$ cat src/rtl/inv_mixcol_seq.sv
// inv_mixcol_seq: iterative AES InvMixColumns, one column per clock through a shared GF(2^8) multiplier bank,
// with an optional pass-through for the final decryption round.
module inv_mixcol_seq #(
    parameter logic BYPASS_EN = 1'b1
) (
    input  logic         clk,
    input  logic         rst_n,
    input  logic         in_valid,
    output logic         in_ready,
    input  logic [127:0] in_state,
    input  logic         in_bypass,
    input  logic         flush,
    output logic         out_valid,
    input  logic         out_ready,
    output logic [127:0] out_state,
    output logic         busy
);
    typedef enum logic [1:0] {IDLE, BUSY, DONE} state_e;

    state_e         state_q, state_d;
    logic [1:0]     col_q, col_d;
    logic [127:0]   src_q, src_d, res_q, res_d;
    logic [31:0]    a, b;
    logic [6:0]     sh;

    function automatic logic [7:0] xt(input logic [7:0] v);
        return {v[6:0], 1'b0} ^ (v[7] ? 8'h1b : 8'h00);
    endfunction

    // constant multiply: k is one of 9/b/d/e, composed from the doubling chain
    function automatic logic [7:0] gm(input logic [7:0] v, input logic [3:0] k);
        logic [7:0] x2, x4, x8;
        x2 = xt(v);
        x4 = xt(x2);
        x8 = xt(x4);
        return (k[3] ? x8 : 8'h00) ^ (k[2] ? x4 : 8'h00) ^ (k[1] ? x2 : 8'h00) ^ (k[0] ? v : 8'h00);
    endfunction

    always_comb begin
        sh = 7'd96 - {col_q, 5'd0};
        a  = 32'(src_q >> sh);
        b  = {gm(a[31:24], 4'he) ^ gm(a[23:16], 4'hb) ^ gm(a[15:8], 4'hd) ^ gm(a[7:0], 4'h9),
              gm(a[31:24], 4'h9) ^ gm(a[23:16], 4'he) ^ gm(a[15:8], 4'hb) ^ gm(a[7:0], 4'hd),
              gm(a[31:24], 4'hd) ^ gm(a[23:16], 4'h9) ^ gm(a[15:8], 4'he) ^ gm(a[7:0], 4'hb),
              gm(a[31:24], 4'hb) ^ gm(a[23:16], 4'hd) ^ gm(a[15:8], 4'h9) ^ gm(a[7:0], 4'he)};
    end

    always_comb begin
        state_d = state_q;
        col_d   = col_q;
        src_d   = src_q;
        res_d   = res_q;
        if (flush) begin
            state_d = IDLE;
            col_d   = '0;
        end else begin
            case (state_q)
                IDLE: if (in_valid) begin
                    src_d = in_state;
                    if (BYPASS_EN && in_bypass) begin
                        res_d   = in_state;
                        state_d = DONE;
                    end else begin
                        col_d   = '0;
                        state_d = BUSY;
                    end
                end
                BUSY: begin
                    res_d   = (res_q & ~(128'hffffffff << sh)) | (128'(b) << sh);
                    col_d   = col_q + 2'd1;
                    state_d = (col_q == 2'd3) ? DONE : BUSY;
                end
                DONE: state_d = out_ready ? IDLE : DONE;
                default: state_d = IDLE;
            endcase
        end
    end

    always_ff @(posedge clk or negedge rst_n) begin
        if (!rst_n) begin
            state_q <= IDLE;
            col_q   <= '0;
            src_q   <= '0;
            res_q   <= '0;
        end else begin
            state_q <= state_d;
            col_q   <= col_d;
            src_q   <= src_d;
            res_q   <= res_d;
        end
    end

    assign in_ready  = (state_q == IDLE);
    assign out_valid = (state_q == DONE);
    assign busy      = (state_q == BUSY);
    assign out_state = res_q;
endmodule

$ cat config.mk
export PLATFORM = sky130hd
export DESIGN_NAME = inv_mixcol_seq
export DESIGN_NICKNAME = d
export VERILOG_FILES = /design/src/rtl/inv_mixcol_seq.sv
export SDC_FILE = /design/constraint.sdc
export NUM_CORES = 1
export LEC_CHECK = 0
export ABC_AREA = 0
export BUFFER_PORTS_ARGS = -buffer_cell sky130_fd_sc_hd__buf_2
export CAP_MARGIN = 20
export CORE_ASPECT_RATIO = 0.6
export CORE_MARGIN = 1
export CORE_UTILIZATION = 55
export DETAILED_ROUTE_END_ITERATION = 8
export PLACE_DENSITY = 0.79
export SYNTH_ARGS = -nofsm -noshare
export SYNTH_HDL_FRONTEND = slang
export SYNTH_SLANG_ARGS = --single-unit
$ cat constraint.sdc
create_clock -name clk -period 6.5 [get_ports clk]
set_clock_uncertainty 0.15 [all_clocks]
set_input_delay 0.65 -clock clk [delete_from_list [all_inputs] [get_ports clk]]
set_output_delay 0.65 -clock clk [all_outputs]
set_load 0.01 [all_outputs]
==> reports/results.tsv <==
stage	metric	value	unit
status	result of the run	finished, violations left	
status	violated checks	negative hold slack	
placed_design	port bufs	264	
power	static power due to leakage	7.61	nW
clock_tree	deepest clock path buffer count	3	
clock_tree	clock tree from TritonCTS	yes	
critical_path	length in cells of the worst reg-to-reg path	7	
placed_design	minimum setup slack after placement	2330	ps
critical_path	critical path required time	6740	ps
power	total power density per cell area	573	nW/um^2
yosys	share of the synthesized area in compound gates (AO/OA/AOI/OAI)	12.4	%
finish	Final #Nets	1454	
finish	combined area of the multi-input logic cells	7280	um^2
finish	share of cells above drive strength 1	38.2	%
timing	timing-limited maximum frequency	238	MHz
global_route	via count of the first global-routing pass	10600	
drt	detailed-route vias per instance	6.59	
die	IO Count	265	
finish	most used cells in the layout excluding fill and tap cells	sky130_fd_sc_hd__buf_2, sky130_fd_sc_hd__dfrtp_1, sky130_fd_sc_hd__mux2_2, sky130_fd_sc_hd__o21ai_0, sky130_fd_sc_hd__xnor2_1	
global_route	Global Route Usage Sum	33.6	%
clock_tree	Post-CTS Setup Bufs	0	
yosys	net count after synthesis	1224	
finish	filler instances	1907	
finish	most common cell after layout, fill and taps aside	sky130_fd_sc_hd__buf_2	
yosys	Distinct cells, synth	42	
critical_path	critical path class	reg2reg	
global_route	wire length of the first global-routing pass	66300	um
global_route	pin count of the biggest net entering global routing	144	
yosys	mean instance size in the synthesized netlist	13.0	um^2
critical_path	R2R Setup Slk	2300	ps
timing	shortest clock period the worst path allows after layout	4200	ps
yosys	fraction of synthesized area in multiplexers	15.6	%
clock_tree	CTS buffer count	25	
timing	worst max-slew margin expressed relative to the limit	29.2	%
placed_design	final weighted congestion in routability-driven placement	0.948	
timing	RSZ-0062 raised after global routing	no	
job	max-cap check violation count	0	
critical_path	largest fanout of any net on the critical path	23	
critical_path	CP Launch Type	flop	
power	peak supply drop	401	uV
critical_path	Worst Path Arrival	4440	ps
clock_tree	clock-pin slew on the worst setup and hold paths	60	ps
timing	transition time at the pin with the least slew margin	1050	ps
yosys	xor and xnor fraction of the mapped netlist area	17.6	%
clock_tree	CTS Hold Buffers Added	0	
min_path	type of the worst min-delay path	in2async	
power	power after layout	9.48	mW
placed_design	half-perimeter wire length after placement	30700	um
timing	number of hold violations in the final report	3	
die	effective utilization at floorplan	56.0	%
drt	iteration-0 DRC count of the detailed router	1159	
clock_tree	depth of the CTS H-tree	1	
clock_tree	clock net sink count	260	
yosys	share of the yosys chip area belonging to registers	46.0	%
drt	residual antenna-violating net count after detailed routing	0	
die	Vert. Die Dim	126	um
yosys	largest family of logic cells by synthesized area	XOR/XNOR gates	
yosys	adder and majority cell fraction of the synthesized area	0.354	%
global_route	Remaining Overflow, GRT	0	
yosys	fraction of the mapped netlist area in simple logic gates	5.17	%
drt	number of detailed-routing iterations run before antenna repair	9	
timing	endpoints failing setup	0	
yosys	gate count of the mapped netlist	1086	
finish	relative area change from synthesis to final layout	17.0	%
drt	total detailed-routing wirelength	43800	um
global_route	number of antenna violations at the first check in global routing	1	
timing	portion of the clock cycle consumed by the worst path in the final layout	64.6	%
drt	number of DRC violations after detailed routing	0	
timing	TNS Setup	0	ps
clock_tree	Root Buffer	sky130_fd_sc_hd__clkbuf_16	
yosys	synthesis-stage register bit count	260	
die	die width	209	um
timing	final hold slack	-18.2	ps
clock_tree	clock latency of the later-clocked register in the worst-skew pair	550	ps
critical_path	critical path endpoint category	flop	
timing	max-slew violation count	0	
finish	FF+latch area	6510	um^2
timing	setup ws final	2300	ps
yosys	Yosys warning count	0	
die	placeable core area	25300	um^2
drt	Routed wire per std cell	26.4	um
yosys	Mapped Area	14100	um^2
clock_tree	number of gates given a new drive strength after cts	0	
die	number of cell rows	45	
drt	count of vias placed by the detailed router	10900	
die	total die area	26400	um^2
[synthesized netlist by cell type, drive strengths merged]
cell type | instances | area (um^2)
dfrtp | 260 | 6510
mux2 | 129 | 1450
o21ai | 92 | 460
xnor2 | 73 | 767
clkbuf | 59 | 221
a22oi | 57 | 428
nor3 | 57 | 285
nand2 | 54 | 203
xnor3 | 53 | 1200
nor2 | 38 | 143
a2bb2oi | 33 | 289
mux4 | 32 | 739
xor2 | 23 | 216
a221oi | 21 | 184
buf | 21 | 159
a221o | 18 | 180
xor3 | 13 | 309
o41ai | 12 | 135
or3 | 7 | 43.8
a21oi | 6 | 30.0
o211ai | 6 | 45.0
inv | 5 | 18.8
ha | 4 | 50.1
and3 | 3 | 18.8
clkinv | 2 | 7.51
nand3 | 2 | 10.0
nor2b | 2 | 12.5
mux2i | 1 | 10.0
nand2b | 1 | 6.26
nor4b | 1 | 8.76
o21bai | 1 | 7.51
[critical path: stages (launching register included)]
cell,delay [ps]
sky130_fd_sc_hd__dfrtp_2,710
sky130_fd_sc_hd__buf_4,490
sky130_fd_sc_hd__mux4_1,830
sky130_fd_sc_hd__xnor2_1,670
sky130_fd_sc_hd__xnor3_1,450
sky130_fd_sc_hd__xnor2_1,400
sky130_fd_sc_hd__a2bb2oi_1,220
sky130_fd_sc_hd__o21ai_0,100
[per-stage QoR]
step                      instances  util, %  area [um^2]
after detailed placement       1617     62.2        15700
final                          1661     65.4        16500
after global placement         1616     62.1        15700
after floorplan                1086        -        14100
after global routing           1661     65.4        16500
after CTS                      1659     65.3        16500
[report_power, final]
part | internal (mW) | switching, mW
Sequential | 2.03 | 0.293
Combinational | 2.66 | 3.03
Clock | 0.814 | 0.650
[routing by layer]
layer  GRT usage [%]  up-vias  routed length [um]
met4            6.49        0                 826
li1                -     4508                   -
met2            48.3      776               19100
met1            50.9     5580               18500
met3            9.83       75                5390
met5               0        -                   0
[final cells by class]
class	count	area share [%]
multi-input combinational	739	44.0
sequential	260	39.3
timing repair buffer	283	9.18
clock buffer	33	4.33
tap	329	2.49
clock inverter	9	0.529
inverter	7	0.159
antenna	1	0.0151
[cells by family (layout without fill, tap and decap cells)]
| kind of cell | Yosys count | count (layout) |
|---|---|---|
| other cells | 0 | 1 |
| flops | 260 | 260 |
| mux | 162 | 162 |
| compound gates | 246 | 246 |
| fa+ha+maj | 4 | 4 |
| xor+xnor | 162 | 162 |
| simple gates | 165 | 165 |
| buf+inv | 87 | 332 |
[path summary, 6_finish.rpt]
check                                         start                        end
hold / removal                                rst_n  out_state[40]$_DFFE_PN0P_
hold reg to reg            out_state[8]$_DFFE_PN0P_   out_state[8]$_DFFE_PN0P_
setup / recovery               col_q[0]$_DFFE_PN0P_  out_state[49]$_DFFE_PN0P_
min in group clk                       in_state[38]      src_q[38]$_DFFE_PN0P_
max in group asynchronous                     rst_n       col_q[0]$_DFFE_PN0P_
setup reg to reg               col_q[0]$_DFFE_PN0P_  out_state[49]$_DFFE_PN0P_
[registers in the layout, indices dropped and copies added, names as in the netlist]
| signal | cells |
|---|---|
| state_q | 2 |
| src_q | 128 |
| out_state | 128 |
| col_q | 2 |
(Power assumes the default switching activity.)
